--- src/rtl/alu_ctrl_pkg.sv ---
// alu_ctrl_pkg: shared definitions for the ALU execute controller and for decode.
//   - Opcode values (NOP=0 ... BSR=65) and the range boundaries of each op class.
//   - CCR bit indices and a helper that packs the four ALU flags plus INR.
//   - Controller state enum, op-class enum and branch-condition enum.
// No ports. Optional feature macro used by the controller: ALU_CTRL_ISSUE_BUF_EN.
package alu_ctrl_pkg;

    // Opcodes. Ops 1..13 are register/register writebacks; 14 and 32..38 take the
    // immediate as RB.
    localparam int unsigned OP_NOP     = 0;
    localparam int unsigned OP_ADD     = 1;
    localparam int unsigned OP_RR_LAST = 13;
    localparam int unsigned OP_ADDQ    = 14;
    localparam int unsigned OP_LDR     = 15;
    localparam int unsigned OP_JMP     = 16;
    localparam int unsigned OP_JSR     = 17;
    localparam int unsigned OP_RTS     = 18;
    localparam int unsigned OP_ADDI    = 32;
    localparam int unsigned OP_RI_LAST = 38;
    localparam int unsigned OP_BEQ     = 39;
    localparam int unsigned OP_BNE     = 40;
    localparam int unsigned OP_BLT     = 41;
    localparam int unsigned OP_LDI     = 42;
    localparam int unsigned OP_STI     = 43;
    localparam int unsigned OP_LDIX    = 44;
    localparam int unsigned OP_STIX    = 45;
    localparam int unsigned OP_BRA     = 64;
    localparam int unsigned OP_BSR     = 65;

    // CCR layout; bits above INR always read zero.
    localparam int unsigned CCR_W   = 32;
    localparam int unsigned CCR_C   = 0;
    localparam int unsigned CCR_V   = 1;
    localparam int unsigned CCR_Z   = 2;
    localparam int unsigned CCR_N   = 3;
    localparam int unsigned CCR_INR = 4;

    typedef enum logic [1:0] {
        StIdle,
        StRead,
        StExec,
        StRetire
    } state_e;

    typedef enum logic [2:0] {
        ClsNop,
        ClsWb,
        ClsLoad,
        ClsStore,
        ClsBrCond,
        ClsJump,
        ClsIllegal
    } op_class_e;

    typedef enum logic [2:0] {
        BrNone,
        BrEq,
        BrNe,
        BrLt,
        BrAlways
    } br_cond_e;

    function automatic logic [CCR_W-1:0] ccr_pack(input logic n, input logic z,
                                                  input logic v, input logic c,
                                                  input logic inr);
        logic [CCR_W-1:0] p;
        p          = '0;
        p[CCR_C]   = c;
        p[CCR_V]   = v;
        p[CCR_Z]   = z;
        p[CCR_N]   = n;
        p[CCR_INR] = inr;
        return p;
    endfunction

endpackage

--- src/rtl/alu_op_classifier.sv ---
// alu_op_classifier: purely combinational opcode decoder, shared with decode.
// Ports:
//   op       in   OP_W  opcode
//   op_class out  enum  writeback / load / store / conditional branch / jump / nop / illegal
//   imm_sel  out  1     RB operand comes from the immediate
//   br_cond  out  enum  branch condition for branch and jump classes
module alu_op_classifier
    import alu_ctrl_pkg::*;
#(
    parameter int unsigned OP_W = 7
) (
    input  logic [OP_W-1:0] op,
    output op_class_e       op_class,
    output logic            imm_sel,
    output br_cond_e        br_cond
);

    logic [31:0] op_ext;
    assign op_ext = 32'(op);

    always_comb begin
        op_class = ClsIllegal;
        imm_sel  = 1'b0;
        br_cond  = BrNone;
        case (op_ext) inside
            OP_NOP:                  op_class = ClsNop;
            [OP_ADD:OP_RR_LAST]:     op_class = ClsWb;
            OP_ADDQ, [OP_ADDI:OP_RI_LAST]: begin
                op_class = ClsWb;
                imm_sel  = 1'b1;
            end
            OP_LDR:                  op_class = ClsLoad;
            OP_LDI, OP_LDIX: begin
                op_class = ClsLoad;
                imm_sel  = 1'b1;
            end
            OP_STI, OP_STIX: begin
                op_class = ClsStore;
                imm_sel  = 1'b1;
            end
            OP_BEQ: begin
                op_class = ClsBrCond;
                br_cond  = BrEq;
            end
            OP_BNE: begin
                op_class = ClsBrCond;
                br_cond  = BrNe;
            end
            OP_BLT: begin
                op_class = ClsBrCond;
                br_cond  = BrLt;
            end
            OP_JMP, OP_JSR, OP_RTS, OP_BRA, OP_BSR: begin
                op_class = ClsJump;
                br_cond  = BrAlways;
            end
            default: op_class = ClsIllegal;
        endcase
    end

endmodule

--- src/rtl/alu_execute_controller.sv ---
// alu_execute_controller: multi-cycle sequencer owning the shared ALU and the CCR.
// Sequence per instruction: IDLE (accept, present RF addresses) -> READ (capture RF data)
// -> EXEC (drive ALU, register RZ and flags) -> RETIRE (one strobe, CCR update).
// Ports:
//   clk, rst                         clock (rising edge), asynchronous active-high reset
//   issue_valid/ready/op/rd/ra/rb/imm  instruction handshake from the issue stage
//   rf_ra_addr/rf_rb_addr, rf_ra_data/rf_rb_data  register-file read (data one cycle later)
//   alu_op/alu_ra/alu_rb, alu_rz, alu_n/z/v/c     shared ALU interface (driven only in EXEC)
//   rf_wr_en/rf_wr_addr/rf_wr_data   writeback strobe
//   agu_valid/agu_addr/agu_store     address strobe for loads and stores
//   br_valid/br_taken                control-flow decision strobe
//   ccr                              condition control register {27'b0, INR, N, Z, V, C}
//   busy                             controller not idle
// Optional macro ALU_CTRL_ISSUE_BUF_EN adds a one-entry issue buffer so that an instruction
// accepted while busy launches straight from RETIRE into READ.
module alu_execute_controller
    import alu_ctrl_pkg::*;
#(
    parameter int unsigned DATA_W = 32,
    parameter int unsigned REG_AW = 4,
    parameter int unsigned OP_W   = 7
) (
    input  logic              clk,
    input  logic              rst,
    input  logic              issue_valid,
    output logic              issue_ready,
    input  logic [OP_W-1:0]   issue_op,
    input  logic [REG_AW-1:0] issue_rd,
    input  logic [REG_AW-1:0] issue_ra,
    input  logic [REG_AW-1:0] issue_rb,
    input  logic [DATA_W-1:0] issue_imm,
    output logic [REG_AW-1:0] rf_ra_addr,
    output logic [REG_AW-1:0] rf_rb_addr,
    input  logic [DATA_W-1:0] rf_ra_data,
    input  logic [DATA_W-1:0] rf_rb_data,
    output logic [31:0]       alu_op,
    output logic [DATA_W-1:0] alu_ra,
    output logic [DATA_W-1:0] alu_rb,
    input  logic [DATA_W-1:0] alu_rz,
    input  logic              alu_n,
    input  logic              alu_z,
    input  logic              alu_v,
    input  logic              alu_c,
    output logic              rf_wr_en,
    output logic [REG_AW-1:0] rf_wr_addr,
    output logic [DATA_W-1:0] rf_wr_data,
    output logic              agu_valid,
    output logic [DATA_W-1:0] agu_addr,
    output logic              agu_store,
    output logic              br_valid,
    output logic              br_taken,
    output logic [31:0]       ccr,
    output logic              busy
);

    state_e state_q, state_d;

    logic [OP_W-1:0]   op_q;
    logic [REG_AW-1:0] rd_q;
    logic [DATA_W-1:0] imm_q;
    logic [DATA_W-1:0] opa_q, opb_q;
    logic [DATA_W-1:0] rz_q;
    logic              n_q, z_q, v_q, c_q;
    logic [CCR_W-1:0]  ccr_q, ccr_d;

    // Launch = an instruction enters READ on the next edge; its RF addresses go out now.
    logic              launch_issue;
    logic              launch_buf;
    logic              launch;
    logic [OP_W-1:0]   ln_op;
    logic [REG_AW-1:0] ln_rd, ln_ra, ln_rb;
    logic [DATA_W-1:0] ln_imm;

    op_class_e op_class;
    logic      imm_sel;
    br_cond_e  br_cond;

    alu_op_classifier #(
        .OP_W (OP_W)
    ) u_classifier (
        .op       (op_q),
        .op_class (op_class),
        .imm_sel  (imm_sel),
        .br_cond  (br_cond)
    );

`ifdef ALU_CTRL_ISSUE_BUF_EN
    logic              buf_valid_q;
    logic [OP_W-1:0]   buf_op_q;
    logic [REG_AW-1:0] buf_rd_q, buf_ra_q, buf_rb_q;
    logic [DATA_W-1:0] buf_imm_q;
    logic              buf_fill;

    assign issue_ready = (state_q == StIdle) || !buf_valid_q;
    // An empty buffer in RETIRE lets a new instruction bypass straight into READ.
    assign launch_issue = issue_valid &&
                          ((state_q == StIdle) || ((state_q == StRetire) && !buf_valid_q));
    assign launch_buf   = (state_q == StRetire) && buf_valid_q;
    assign buf_fill     = issue_valid && !buf_valid_q &&
                          ((state_q == StRead) || (state_q == StExec));

    always_ff @(posedge clk or posedge rst) begin
        if (rst) begin
            buf_valid_q <= 1'b0;
            buf_op_q    <= '0;
            buf_rd_q    <= '0;
            buf_ra_q    <= '0;
            buf_rb_q    <= '0;
            buf_imm_q   <= '0;
        end else if (buf_fill) begin
            buf_valid_q <= 1'b1;
            buf_op_q    <= issue_op;
            buf_rd_q    <= issue_rd;
            buf_ra_q    <= issue_ra;
            buf_rb_q    <= issue_rb;
            buf_imm_q   <= issue_imm;
        end else if (launch_buf) begin
            buf_valid_q <= 1'b0;
        end
    end

    always_comb begin
        ln_op  = issue_op;
        ln_rd  = issue_rd;
        ln_ra  = issue_ra;
        ln_rb  = issue_rb;
        ln_imm = issue_imm;
        if (launch_buf) begin
            ln_op  = buf_op_q;
            ln_rd  = buf_rd_q;
            ln_ra  = buf_ra_q;
            ln_rb  = buf_rb_q;
            ln_imm = buf_imm_q;
        end
    end
`else
    assign issue_ready  = (state_q == StIdle);
    assign launch_issue = issue_valid && (state_q == StIdle);
    assign launch_buf   = 1'b0;

    always_comb begin
        ln_op  = issue_op;
        ln_rd  = issue_rd;
        ln_ra  = issue_ra;
        ln_rb  = issue_rb;
        ln_imm = issue_imm;
    end
`endif

    assign launch     = launch_issue || launch_buf;
    assign rf_ra_addr = launch ? ln_ra : '0;
    assign rf_rb_addr = launch ? ln_rb : '0;
    assign busy       = (state_q != StIdle);
    assign ccr        = ccr_q;

    // Next-state logic.
    always_comb begin
        state_d = state_q;
        unique case (state_q)
            StIdle:   if (launch) state_d = StRead;
            StRead:   state_d = StExec;
            StExec:   state_d = StRetire;
            StRetire: state_d = launch ? StRead : StIdle;
            default:  state_d = StIdle;
        endcase
    end

    always_ff @(posedge clk or posedge rst) begin
        if (rst) begin
            state_q <= StIdle;
        end else begin
            state_q <= state_d;
        end
    end

    // Datapath registers. Flags are sampled in EXEC only, so ALU activity in other
    // states never reaches the CCR.
    always_ff @(posedge clk or posedge rst) begin
        if (rst) begin
            op_q  <= '0;
            rd_q  <= '0;
            imm_q <= '0;
            opa_q <= '0;
            opb_q <= '0;
            rz_q  <= '0;
            n_q   <= 1'b0;
            z_q   <= 1'b0;
            v_q   <= 1'b0;
            c_q   <= 1'b0;
            ccr_q <= '0;
        end else begin
            if (launch) begin
                op_q  <= ln_op;
                rd_q  <= ln_rd;
                imm_q <= ln_imm;
            end
            if (state_q == StRead) begin
                opa_q <= rf_ra_data;
                opb_q <= rf_rb_data;
            end
            if (state_q == StExec) begin
                rz_q <= alu_rz;
                n_q  <= alu_n;
                z_q  <= alu_z;
                v_q  <= alu_v;
                c_q  <= alu_c;
            end
            ccr_q <= ccr_d;
        end
    end

    // ALU drive, retire strobes and CCR next value. All outputs idle at zero.
    always_comb begin
        alu_op     = '0;
        alu_ra     = '0;
        alu_rb     = '0;
        rf_wr_en   = 1'b0;
        rf_wr_addr = '0;
        rf_wr_data = '0;
        agu_valid  = 1'b0;
        agu_addr   = '0;
        agu_store  = 1'b0;
        br_valid   = 1'b0;
        br_taken   = 1'b0;
        ccr_d      = ccr_q;
        case (state_q)
            StExec: begin
                alu_op = 32'(op_q);
                alu_ra = opa_q;
                alu_rb = imm_sel ? imm_q : opb_q;
            end
            StRetire: begin
                case (op_class)
                    ClsWb: begin
                        rf_wr_en   = 1'b1;
                        rf_wr_addr = rd_q;
                        rf_wr_data = rz_q;
                    end
                    ClsLoad: begin
                        agu_valid = 1'b1;
                        agu_addr  = rz_q;
                    end
                    ClsStore: begin
                        agu_valid = 1'b1;
                        agu_addr  = rz_q;
                        agu_store = 1'b1;
                    end
                    ClsBrCond, ClsJump: begin
                        br_valid = 1'b1;
                        case (br_cond)
                            BrEq:     br_taken = z_q;
                            BrNe:     br_taken = !z_q;
                            BrLt:     br_taken = n_q;
                            BrAlways: br_taken = 1'b1;
                            default:  br_taken = 1'b0;
                        endcase
                    end
                    default: ;
                endcase
                // Any recognised non-NOP op reloads all flags and clears INR.
                case (op_class)
                    ClsNop:     ccr_d = ccr_q;
                    ClsIllegal: ccr_d[CCR_INR] = 1'b1;
                    default:    ccr_d = ccr_pack(n_q, z_q, v_q, c_q, 1'b0);
                endcase
            end
            default: ;
        endcase
    end

endmodule
--- config.mk ---
export PLATFORM = sky130hd
export DESIGN_NAME = alu_execute_controller
export DESIGN_NICKNAME = d
export VERILOG_FILES = /design/src/rtl/alu_ctrl_pkg.sv /design/src/rtl/alu_op_classifier.sv /design/src/rtl/alu_execute_controller.sv
export SDC_FILE = /design/constraint.sdc
export NUM_CORES = 1
export LEC_CHECK = 0
export ABC_AREA = 1
export ABC_CLOCK_PERIOD_IN_PS = 8540
export BUFFER_PORTS_ARGS = -buffer_cell sky130_fd_sc_hd__buf_2
export CAP_MARGIN = 20
export CELL_PAD_IN_SITES_DETAIL_PLACEMENT = 1
export CELL_PAD_IN_SITES_GLOBAL_PLACEMENT = 1
export CORE_ASPECT_RATIO = 1.1
export CORE_UTILIZATION = 35
export DETAILED_ROUTE_END_ITERATION = 8
export GPL_TIMING_DRIVEN = 0
export PLACE_DENSITY_LB_ADDON = 0.1
export SLEW_MARGIN = 5
export SYNTH_ARGS = -nofsm -noshare
export SYNTH_HDL_FRONTEND = slang
export SYNTH_SLANG_ARGS = --single-unit
--- constraint.sdc ---
create_clock -name clk -period 8.54 [get_ports clk]
set_input_delay 1.281 -clock clk [delete_from_list [all_inputs] [get_ports clk]]
set_output_delay 1.281 -clock clk [all_outputs]
set_load 0.05 [all_outputs]
==> Word-level counts from Yosys, hierarchy flattened <==
Index checks and enable logic that the tools add are counted.
{ "classes": {"eq_ne": 28, "n_bitwise": 2, "magnitude_cmp": 4, "mux": 53, "n_reduce_logical": 17} }
{ "op_table": {"columns": ["operator", "count"], "rows": [
  ["$mux 32", 7],
  ["$mux 3", 19],
  ["$eq 7x6->1 const B", 7],
  ["$logic_not 32->1", 1],
  ["$eq 7x5->1 const B", 3],
  ["$mux 1", 17],
  ["$mux 4", 4],
  ["$eq 7x4->1 const B", 2],
  ["$eq 7x7->1 const B", 2],
  ["$eq 3x2->1 const B", 4],
  ["$eq 3x3->1 const B", 4],
  ["$reduce_or 2->1", 6],
  ["$pmux 2 s4", 1],
  ["$ge 7x1->1 const B", 1],
  ["$ge 7x6->1 const B", 1],
  ["$le 7x4->1 const B", 1],
  ["$le 7x6->1 const B", 1],
  ["$mux 7", 1],
  ["$eq 3x1->1 const B", 2],
  ["$reduce_or 5->1", 1],
  ["$eq 2x2->1 const B", 2],
  ["$mux 2", 2],
  ["$pmux 1 s4", 1],
  ["$reduce_and 2->1", 2],
  ["9 further kinds", 12]
]} }
{ "word_totals": {"input_bits": 154, "output_inout_bits": 211, "reg_bits": 150} }

==> Depth between registers and ports, before layout <==
Gate-level depths: netlist (run 1).
{ "depth": {"ltp_word": 16, "ltp_mapped": 11} }

==> Modules after synthesis <==
From an unflattened synthesis (run 1), not the netlist that was laid out.
{ "unflattened": {"hier_cells": 961, "hier_area_um2": 7857.5} }
{ "by_module_without_submodules": {"columns": ["module", "instances", "cells_per_inst", "area_each_um2"], "rows": [
  ["alu_execute_controller", 1, 899, 7569.8],
  ["alu_op_classifier", 1, 62, 287.8]
]} }

==> Worst setup path before layout (run 1) <==
OpenSTA, ideal clock, no wires.
{ "synth_timing": {"path_kind": "input port to output port", "from": "in issue_valid", "to": "out rf_ra_addr[0]", "slack_ns": 4.715, "stages": 4, "t_arrival_ns": 2.544, "path_cell_list": "nand2_1 -> clkbuf_1 -> buf_2 -> nor2_1"} }
{ "synth_between": {"elab_chain_cells": 2} }
{ "synth_lines": {"columns": ["element", "line_no", "source"], "rows": [
  ["from (decl)", "alu_execute_controller.sv:25", "input logic issue_valid,"],
  ["$logic_and 1x1->1", "alu_execute_controller.sv:138", "assign launch_issue = issue_valid && (state_q == StIdle);"],
  ["$mux 4", "alu_execute_controller.sv:151", "assign rf_ra_addr = launch ? ln_ra : '0;"],
  ["to (decl)", "alu_execute_controller.sv:32", "output logic [REG_AW-1:0] rf_ra_addr,"]
]} }
No other way between the ends.

==> Worst setup path in the final report (run 1) <==
{ "layout_timing": {"from": "reg state_q[0]", "to": "out alu_rb[26]"} }
{ "layout_between": {"elab_chain_cells": 2} }
{ "layout_lines": {"columns": ["element", "line_no", "source"], "rows": [
  ["from (decl)", "alu_execute_controller.sv:56", "state_e state_q, state_d;"],
  ["from (signal assigned)", "alu_execute_controller.sv:170", "state_q <= StIdle;"],
  ["from (signal assigned)", "alu_execute_controller.sv:172", "state_q <= state_d;"],
  ["$eq 2x2->1", "alu_execute_controller.sv:226", "case (state_q)"],
  ["$mux 32", "alu_execute_controller.sv:226", null],
  ["to (decl)", "alu_execute_controller.sv:38", "output logic [DATA_W-1:0] alu_rb,"]
]} }
No other way between the ends.

==> results of run 1 <==
[report_power, final]
group | leakage [nW] | switching (W) | internal [W]
logic | 3.87 | 0.00145 | 0.000625
registers | 1.77 | 0.000168 | 0.00107
clock network | 0.270 | 0.000309 | 0.000427
total | 5.92 | 0.00192 | 0.00213
[registers in the layout, indices dropped and copies added, names as in the netlist]
signal / flops
v_q: 1
z_q: 1
op_q: 7
state_q: 2
imm_q: 32
opa_q: 32
c_q: 1
rz_q: 32
ccr: 5
n_q: 1
opb_q: 32
rd_q: 4
[final timing paths]
| path | endpoint | slack [ns] |
|---|---|---|
| worst max-delay path | alu_rb[26] | 4.35 |
| worst min-delay path | ccr[1] | 0.47 |
| worst max register to register | z_q | 6.35 |
| worst min register to register | ccr[1] | 0.47 |
| max in group asynchronous | opa_q[3] | 6.85 |
| min in group asynchronous | imm_q[6] | 0.90 |
[layer usage]
layer	vias to the layer above	global-route usage (%)	routed length [um]
met1	3248	23.6	9070
li1	3265	-	-
met5	-	0	17
met3	28	7.06	1820
met4	2	6.40	400
met2	221	40.7	12600
[worst register-to-register path, cell delays in order, from the launching register on]
cell	delay [ns]
dfrtp_1	0.39
inv_1	0.11
ha_1	0.28
clkbuf_1	0.61
clkbuf_1	0.46
nand2_1	0.15
o21ai_0	0.10
[kinds of logic (layout without fill, tap and decap cells)]
| family | count (synthesis) | count (layout) | synth area share, % |
|---|---|---|---|
| buffers and inverters | 198 | 543 | 13.3 |
| DFF | 150 | 150 | 49.8 |
| AOI/OAI and AO/OA | 84 | 84 | 5.68 |
| and+or+nand+nor | 300 | 300 | 15.6 |
| adders and majority gates | 4 | 4 | 0.664 |
| other | 1 | 56 | 0.0498 |
| muxes | 99 | 99 | 14.8 |
[Yosys cell counts]
master    number  area [um2]
nand3_1        9        45.0
inv_4          1        6.26
o21ai_2        2        17.5
buf_4         52         390
conb_1         1        3.75
clkbuf_1      18        67.6
inv_2          3        11.3
buf_1          1        3.75
buf_6          6        67.6
nor2_2         2        12.5
dfrtp_1      150        3750
buf_2         14        70.1
o21ai_0       66         330
nor2_1       175         657
nand2_2        4        25.0
clkbuf_2       1        5.00
nand2_1      107         402
ha_1           4        50.1
nand3_4        1        17.5
inv_1        102         383
a21oi_1       16        80.1
nand3_2        2        20.0
mux2_2        99        1110
[per-stage QoR]
step	std cells	power, W	hold slack [ns]
4_1_cts	1517	0.00410	0.469
5_1_grt	1518	0.00431	0.490
6_report	1521	0.00405	0.469
3_3_place_gp	1484	0.00330	0.452
2_1_floorplan	887	0.00282	0.472
3_5_place_dp	1485	0.00335	0.454
[placed cells by master, fill, tap and decap left out, drive strengths merged]
cell	synthesis	routed
buf	73	386
a21oi	16	16
dfrtp	150	150
inv	106	108
conb	1	52
clkinv	0	3
ha	4	4
nand3	12	12
nand2	111	111
mux2	99	99
o21ai	68	68
diode	0	4
clkinvlp	0	3
nor2	177	177
clkbuf	19	42
bufinv	0	1
[area by class of cell]
class / instances / area [um2] / area share, %
clock buffer: 23 / 478 / 4.66
tap: 285 / 357 / 3.48
multi-input combinational: 539 / 2970 / 28.9
sequential: 150 / 3750 / 36.6
clock inverter: 9 / 92.6 / 0.903
timing repair buffer: 313 / 1590 / 15.5
buffer: 92 / 604 / 5.89
inverter: 106 / 408 / 3.98
antenna: 4 / 10.0 / 0.0976
==> flow_metrics.env, run 1 <==
export IMPL_ios=365
export IMPL_grt_max_degree=82
export IMPL_slew_headroom_pct=49.9
export IMPL_yosys_warnings=0
export IMPL_required_ns=7.26
export IMPL_vdd_drop_max_uv=195
export IMPL_layout_drive_gt1_share_pct=43.0
export IMPL_cts_root_buf="clkbuf_16"
export IMPL_cts_made_buffers=17
export IMPL_synth_cell_type_count=23
export IMPL_ctsHoldBuffers=0
export IMPL_coreArea_um2=20900
export IMPL_wl_mm=23.9
export IMPL_drc=0
export IMPL_reg2reg_from="state_q[0]"
export IMPL_worst_r2r_path_depth=6
export IMPL_antenna_found_initial=6
export IMPL_place_gp_congestion=0.833
export IMPL_outcome="finished, final reports clean"
export IMPL_fin_ws_ns=4.35
export IMPL_layout_min_cycle_time_ns=4.19
export IMPL_hpwl_mm=18.6
export IMPL_wire_per_inst_um=15.7
export IMPL_rsz0062_at_grt="no"
export IMPL_final_nets=1377
export IMPL_crit_family="buffers and inverters"
export IMPL_grtUsageTotal_pct=21.9
export IMPL_viasPerCell=4.45
export IMPL_clock_latency_ns=0.43
export IMPL_cp_slowest_cell="clkbuf_1"
export IMPL_end_kind="primary output"
export IMPL_setup_worst_path_class="register to primary output"
export IMPL_drt_iter0_markers=193
export IMPL_min_period_over_period_pct=49.0
export IMPL_worstSetupStartpointType="register"
export IMPL_dieArea_um2=22100
export IMPL_synth_area_um2=7530
export IMPL_grt_pass1_wl_mm=36.7
export IMPL_crit_path_max_incr_delay_ns=0.61
export IMPL_drt_pre_antenna_iters=4
export IMPL_start_util_pct=36.1
export IMPL_grt_remaining_overflow=0
export IMPL_finClkSkew_ns=0.00817
export IMPL_tightestPinTransition_ns=0.751
export IMPL_avgSynthCellArea_um2=9.01
export IMPL_startpoint="state_q[0]"
export IMPL_rows=55
export IMPL_cp_depth=7
export IMPL_power_density_nw_per_um2=395
export IMPL_synthCells=836
export IMPL_portBuffers=312
export IMPL_cp_num_buf_inv=4
export IMPL_fin_util_pct=49.2
export IMPL_ys_seq_elements=150
export IMPL_postRouteAntennaNets=0
export IMPL_final_area_um2=10300
export IMPL_cts_resized=0
export IMPL_post_cts_buffers=0
export IMPL_drv_slew=0
export IMPL_clockBufferDepth=2
export IMPL_power_leakage_nw=5.92
export IMPL_yosysSeqAreaShare_pct=49.8
export IMPL_worstPathCellList="inv_1 > ha_1 > clkbuf_1 > clkbuf_1 > o21ai_0 > nor2_1 > buf_2"
export IMPL_via_count=6764
export IMPL_setup_viol=0
export IMPL_setup_tns_ns=0
export IMPL_die_y_um=156
export IMPL_cp_common_cell="clkbuf_1"
export IMPL_fmax_mhz=239
export IMPL_min_path_cells=2
export IMPL_critPathMaxFanout=10
export IMPL_min_from="ccr[1]"
export IMPL_cap_viol_max_count=0
export IMPL_place_ws_ns=4.29
export IMPL_grt_pass1_vias=6926
export IMPL_h_tree_depth=4
export IMPL_min_path_type="register to register"
export IMPL_dpl_cell_area_um2=9680
export IMPL_cp_data_arrival_time_ns=2.91
export IMPL_clkTransAtPathRegs_ns=0.06
export IMPL_fillers=2644
export IMPL_area_growth_pct=36.2
export IMPL_cts_tree="built"
export IMPL_cts_sinks=150
export IMPL_final_hold_viol_count=0
export IMPL_die_w_um=142
Power figures use the tool's default switching activity.
==> run 2, diff against run 1 <==
--- a/config.mk
+++ b/config.mk
@@ -5,8 +5,8 @@
 export SDC_FILE = /design/constraint.sdc
 export NUM_CORES = 1
 export LEC_CHECK = 0
-export ABC_AREA = 1
-export ABC_CLOCK_PERIOD_IN_PS = 8540
+export ABC_AREA = 0
+export ABC_CLOCK_PERIOD_IN_PS = 4400
 export BUFFER_PORTS_ARGS = -buffer_cell sky130_fd_sc_hd__buf_2
 export CAP_MARGIN = 20
 export CELL_PAD_IN_SITES_DETAIL_PLACEMENT = 1
==> constraint.sdc (replaced) <==
create_clock -name clk -period 4.4 [get_ports clk]
set_input_delay 0.66 -clock clk [delete_from_list [all_inputs] [get_ports clk]]
set_output_delay 0.66 -clock clk [all_outputs]
set_load 0.05 [all_outputs]
==> run 2 against run 1 <==
  * Design area rose by 2.7%
  * Sequential power rose by 100%
  * Clock skew rose by 0.0029 ns
  * Critical path depth rose by 1
  * First-iteration DRC count fell by 25%
  * Clock power rose by 93%
  * Largest cell class unchanged
  * Largest power group unchanged
==> flow_metrics.env, run 2 <==
export IMPL_hpwl_mm=17.6
export IMPL_synth_largest_area_cell="dfrtp_1"
export IMPL_dieArea_um2=22700
export IMPL_synthFlopType="dfrtp_1"
export IMPL_cts_sinks=150
export IMPL_portBuffers=312
export IMPL_critPathMaxFanout=10
export IMPL_required_ns=3.74
export IMPL_end_kind="primary output"
export IMPL_rows=56
export IMPL_yosysSeqAreaShare_pct=48.5
export IMPL_viasPerCell=4.45
export IMPL_yosys_warnings=0
export IMPL_setup_tns_ns=0
export IMPL_finClkSkew_ns=0.0110
export IMPL_post_place_cells=1321
export IMPL_post_cts_buffers=0
export IMPL_rsz0062_at_grt="no"
export IMPL_p_switching_w=0.00377
export IMPL_cp_data_arrival_time_ns=2.88
export IMPL_comb_power_share_pct=52.5
export IMPL_outcome="finished, final reports clean"
export IMPL_clockBufferDepth=2
export IMPL_die_w_um=144
export IMPL_avgSynthCellArea_um2=11.7
export IMPL_cts_made_buffers=17
export IMPL_final_area_um2=10500
export IMPL_die_y_um=158
export IMPL_cts_resized=0
export IMPL_synth_cell_type_count=38
export IMPL_cap_viol_max_count=0
export IMPL_synth_common_cells="dfrtp_1 (150), mux2_2 (143), and2_1 (109)"
export IMPL_tightestPinTransition_ns=0.866
export IMPL_h_tree_depth=4
export IMPL_min_path_type="input port to asynchronous set/reset pin"
export IMPL_pwr_share_clk_pct=17.3
export IMPL_setup_worst_path_class="register to primary output"
export IMPL_yosys_top_cells_area="dfrtp_1 (48%), mux2_2 (21%), and2_1 (8.8%), buf_4 (5.3%), mux2i_1 (4.4%)"
export IMPL_clkTransAtPathRegs_ns=0.07
export IMPL_coreArea_um2=21500
export IMPL_drt_iter0_markers=145
export IMPL_drt_pre_antenna_iters=4
export IMPL_final_nets=1208
export IMPL_power_density_nw_per_um2=779
export IMPL_cts_tree="built"
export IMPL_slew_headroom_pct=42.1
export IMPL_antenna_found_initial=6
export IMPL_vdd_drop_max_uv=347
export IMPL_wl_mm=22.3
export IMPL_dpl_cell_area_um2=9950
export IMPL_final_hold_viol_count=0
export IMPL_final_common_cell="buf_2"
export IMPL_synth_edf_count=0
export IMPL_drv_slew=0
export IMPL_layout_min_cycle_time_ns=3.54
export IMPL_area_growth_pct=36.0
export IMPL_p_int_w=0.00445
export IMPL_drc=0
export IMPL_seqPwrFrac_pct=30.2
export IMPL_synthCells=664
export IMPL_grt_pass1_wl_mm=33.8
export IMPL_setup_viol=0
export IMPL_layout_drive_gt1_share_pct=53.9
export IMPL_synth_top_cell_area_share_pct=48.5
export IMPL_ctsHoldBuffers=0
export IMPL_place_gp_congestion=0.717
export IMPL_fin_cells=1359
export IMPL_fillers=2503
export IMPL_grt_remaining_overflow=0
export IMPL_ys_seq_elements=150
export IMPL_grt_max_degree=38
export IMPL_fmax_mhz=282
export IMPL_clock_latency_ns=0.43
export IMPL_postRouteAntennaNets=0
export IMPL_yosysMostFrequentCell="dfrtp_1"
export IMPL_synth_area_um2=7750
export IMPL_async_flop_share_pct=100
export IMPL_start_util_pct=36.0
export IMPL_grtUsageTotal_pct=20.0
export IMPL_wire_per_inst_um=16.4
export IMPL_worstSetupStartpointType="register"
export IMPL_ios=365
export IMPL_grt_pass1_vias=6207
export IMPL_most_common_layout_cells="buf_2 (323), dfrtp_1 (150), mux2_2 (143)"
export IMPL_cts_root_buf="clkbuf_16"
export IMPL_min_period_over_period_pct=80.5
export IMPL_via_count=6046
export IMPL_p_sw_share_pct=45.9
export IMPL_power_leakage_nw=5.36
==> run 2: power groups by stage <==
| stage | combinational (W) | clock, W | sequential [W] |
|---|---|---|---|
| floorplan | 0.00336 | 0 | 0.00246 |
| global placement | 0.00430 | 0 | 0.00248 |
| detailed placement | 0.00437 | 0 | 0.00251 |
| CTS | 0.00438 | 0.00147 | 0.00249 |
| global route | 0.00462 | 0.00153 | 0.00259 |
| finish | 0.00431 | 0.00142 | 0.00248 |
==> run 2: worst paths after layout <==
| check | slack (ns) | end | start | cells after the start |
|---|---|---|---|---|
| max | 0.86 | alu_rb[28] | state_q[0] | 8 |
| min | 0.40 | opa_q[27] | rst | 2 |
| max reg2reg | 2.20 | state_q[0] | state_q[0] | 7 |
| min reg2reg | 0.48 | ccr[0] | ccr[0] | 1 |
| max in group asynchronous | 2.94 | opb_q[19] | rst | 5 |
| min in group clk | 0.45 | opa_q[11] | rf_ra_data[11] | 2 |
==> run 2: worst max-delay path: stages, from the launching register on <==
cell      delay [ns]
dfrtp_1         0.42
inv_1           0.11
ha_1            0.14
clkbuf_1        0.25
clkbuf_1        0.48
clkbuf_1        0.47
nand2_1         0.11
mux2i_1         0.16
buf_2           0.30
==> run 2: cells by family (layout without fill, tap and decap cells) <==
| group | count (synthesis) | after routing | share of synthesized area (%) |
|---|---|---|---|
| buf+inv | 99 | 447 | 8.22 |
| flops | 150 | 150 | 48.5 |
| mux | 181 | 181 | 25.8 |
| compound gates | 18 | 18 | 1.71 |
| fa+ha+maj | 5 | 5 | 0.791 |
| other cells | 1 | 58 | 0.0484 |
| simple gates | 209 | 209 | 14.8 |
| xor+xnor | 1 | 1 | 0.210 |
==> run 2: final cells by class <==
type / count / area (um2) / area share, %
Sequential cell: 150 / 3750 / 35.6
Multi-Input combinational cell: 466 / 3550 / 33.7
Timing Repair Buffer: 316 / 1650 / 15.6
Buffer: 95 / 622 / 5.90
Clock buffer: 17 / 425 / 4.04
Tap cell: 290 / 363 / 3.44
Clock inverter: 15 / 144 / 1.37
Inverter: 4 / 18.8 / 0.178
Antenna cell: 6 / 15.0 / 0.142
==> run 2: stage by stage <==
stage          total power, W  hold slack (ns)  worst slack, ns  utilization [%]
2_1_floorplan         0.00583            0.460             1.55                -
3_3_place_gp          0.00678            0.466            0.675             45.9
3_5_place_dp          0.00689            0.474             1.20             46.3
4_1_cts               0.00834            0.414            0.729             48.9
5_1_grt               0.00874            0.435            0.579             48.9
6_report              0.00821            0.400            0.857             49.0
==> run 2: metal layers <==
metal / track usage, % / share of wire (%) / up-vias
met5: 0 / 0.054 / -
met4: 6.64 / 1.3 / 2
met3: 7.17 / 8.2 / 20
met2: 35.6 / 52 / 215
met1: 21.8 / 39 / 2910
li1: - / - / 2899
==> run 3, diff against run 2 <==
--- a/config.mk
+++ b/config.mk
@@ -6,7 +6,7 @@
 export NUM_CORES = 1
 export LEC_CHECK = 0
 export ABC_AREA = 0
-export ABC_CLOCK_PERIOD_IN_PS = 4400
+export ABC_CLOCK_PERIOD_IN_PS = 3400
 export BUFFER_PORTS_ARGS = -buffer_cell sky130_fd_sc_hd__buf_2
 export CAP_MARGIN = 20
 export CELL_PAD_IN_SITES_DETAIL_PLACEMENT = 1
==> constraint.sdc (replaced) <==
create_clock -name clk -period 3.4 [get_ports clk]
set_input_delay 0.51 -clock clk [delete_from_list [all_inputs] [get_ports clk]]
set_output_delay 0.51 -clock clk [all_outputs]
set_load 0.05 [all_outputs]
==> run 3 against run 2 <==
  * First-iteration DRC count rose by 5.5%
  * Non-clock buffer count did not move
  * Global-route usage did not move
  * Design area barely moved
  * Sequential share of layout area barely moved
  * Critical path depth did not move
  * Clock-buffer cell count did not move
  * Highest routed layer unchanged
  * Sequential power rose by 29%
  * Utilization barely moved
==> flow_metrics.env, run 3 (same netlist as run 2, synthesis figures left out) <==
export IMPL_outcome="finished, final reports clean"
export IMPL_clock_latency_ns=0.43
export IMPL_worstPathCellList="inv_1 > ha_1 > clkbuf_1 > clkbuf_2 > clkbuf_1 > nand2_1 > mux2i_1 > buf_2"
export IMPL_area_growth_pct=36.1
export IMPL_p_switching_w=0.00488
export IMPL_wire_per_inst_um=16.4
export IMPL_p_int_w=0.00576
export IMPL_cp_data_arrival_time_ns=2.72
export IMPL_grtUsageTotal_pct=20.0
export IMPL_final_hold_viol_count=0
export IMPL_worstSetupStartpointType="register"
export IMPL_power_density_nw_per_um2=1010
export IMPL_cp_common_cell="clkbuf_1"
export IMPL_portBuffers=312
export IMPL_seqPwrFrac_pct=30.2
export IMPL_rsz0062_at_grt="no"
export IMPL_coreArea_um2=21500
export IMPL_layout_min_cycle_time_ns=3.23
export IMPL_tightestPinTransition_ns=0.866
export IMPL_cp_slowest_cell="clkbuf_1"
export IMPL_final_area_um2=10500
export IMPL_crit_family="buffers and inverters"
export IMPL_grt_pass1_wl_mm=33.8
export IMPL_finClkSkew_ns=0.0106
export IMPL_p_sw_share_pct=45.8
export IMPL_die_w_um=144
export IMPL_fmax_mhz=310
export IMPL_h_tree_depth=4
export IMPL_rows=56
export IMPL_comb_power_share_pct=52.5
export IMPL_viasPerCell=4.45
export IMPL_power_leakage_nw=5.39
export IMPL_grt_pass1_vias=6206
export IMPL_end_kind="primary output"
export IMPL_dieArea_um2=22700
export IMPL_final_nets=1208
export IMPL_fillers=2501
export IMPL_cts_resized=1
export IMPL_setup_viol=0
export IMPL_setup_tns_ns=0
export IMPL_clockBufferDepth=2
export IMPL_hpwl_mm=17.6
export IMPL_cts_tree="built"
export IMPL_wl_mm=22.3
export IMPL_critPathMaxFanout=10
export IMPL_crit_path_max_incr_delay_ns=0.44
export IMPL_finalPower_w=0.0106
export IMPL_min_path_type="input port to asynchronous set/reset pin"
export IMPL_drv_slew=0
export IMPL_ctsHoldBuffers=0
export IMPL_antenna_found_initial=6
export IMPL_grt_max_degree=38
export IMPL_slew_headroom_pct=42.1
export IMPL_die_y_um=158
export IMPL_cts_made_buffers=17
export IMPL_ios=365
export IMPL_min_period_over_period_pct=94.9
export IMPL_start_util_pct=36.0
export IMPL_via_count=6052
export IMPL_dpl_cell_area_um2=9950
export IMPL_fin_util_pct=49.0
export IMPL_multiInputGateArea_um2=3550
export IMPL_grt_remaining_overflow=0
export IMPL_post_place_cells=1321
export IMPL_layout_drive_gt1_share_pct=54.6
export IMPL_cts_sinks=150
export IMPL_drt_iter0_markers=153
export IMPL_cts_root_buf="clkbuf_16"
export IMPL_clkTransAtPathRegs_ns=0.07
export IMPL_place_gp_congestion=0.717
export IMPL_setup_worst_path_class="register to primary output"
export IMPL_post_cts_buffers=0
export IMPL_seq_area_um2=3750
export IMPL_drt_pre_antenna_iters=6
export IMPL_required_ns=2.89
export IMPL_most_common_layout_cells="buf_2 (323), dfrtp_1 (150), mux2_2 (143)"
export IMPL_vdd_drop_max_uv=449
export IMPL_drc=0
export IMPL_cap_viol_max_count=0
export IMPL_cp_num_buf_inv=5
export IMPL_postRouteAntennaNets=0
export IMPL_pwr_share_clk_pct=17.3
export IMPL_fin_cells=1359
export IMPL_final_common_cell="buf_2"
## run 3: worst register-to-register path, stage by stage (launching register included)
cell,delay [ns]
dfrtp_1,0.41
inv_1,0.09
ha_1,0.24
nand2_1,0.27
clkbuf_1,0.53
mux2_2,0.42
## run 3: per-stage QoR
stage          setup WS [ns]  hold WS [ns]
6_report               0.173         0.250
5_1_grt              0.00996         0.285
4_1_cts               0.0709         0.264
3_5_place_dp           0.347         0.474
3_3_place_gp          -0.175         0.466
2_1_floorplan          0.697         0.460
## run 3: routing by layer
layer  vias to the layer above  global-route usage [%]  wire, um
met3                        22                    7.17      1850
met5                         -                       0        12
met4                         2                    6.64       293
met1                      2911                    21.8      8630
li1                       2899                       -         -
met2                       218                    35.6     11500
## run 3: area by class of cell
class | count | share of cell area [%]
antenna | 6 | 0.142
buffer | 95 | 5.98
clock buffer | 17 | 4.03
clock inverter | 15 | 1.36
inverter | 4 | 0.178
multi-input combinational | 466 | 33.6
sequential | 150 | 35.6
tap | 290 | 3.44
timing repair buffer | 316 | 15.6
## run 3: power groups by stage
stage / Combinational, W / Sequential [W] / Clock, W
2_1_floorplan: 0.00435 / 0.00319 / 0
3_3_place_gp: 0.00557 / 0.00321 / 0
3_5_place_dp: 0.00566 / 0.00325 / 0
4_1_cts: 0.00567 / 0.00322 / 0.00190
5_1_grt: 0.00599 / 0.00335 / 0.00198
6_report: 0.00559 / 0.00321 / 0.00184
## run 3: path summary, 6_finish.rpt
check	start	end	slack, ns	depth (start not counted)
max	state_q[0]	alu_rb[14]	0.17	8
min reg2reg	ccr[0]	ccr[0]	0.48	1
max reg2reg	state_q[0]	imm_q[22]	1.32	5
min	rst	opa_q[27]	0.25	2
min in group clk	rf_ra_data[11]	opa_q[11]	0.30	2
max in group asynchronous	rst	imm_q[26]	2.09	5
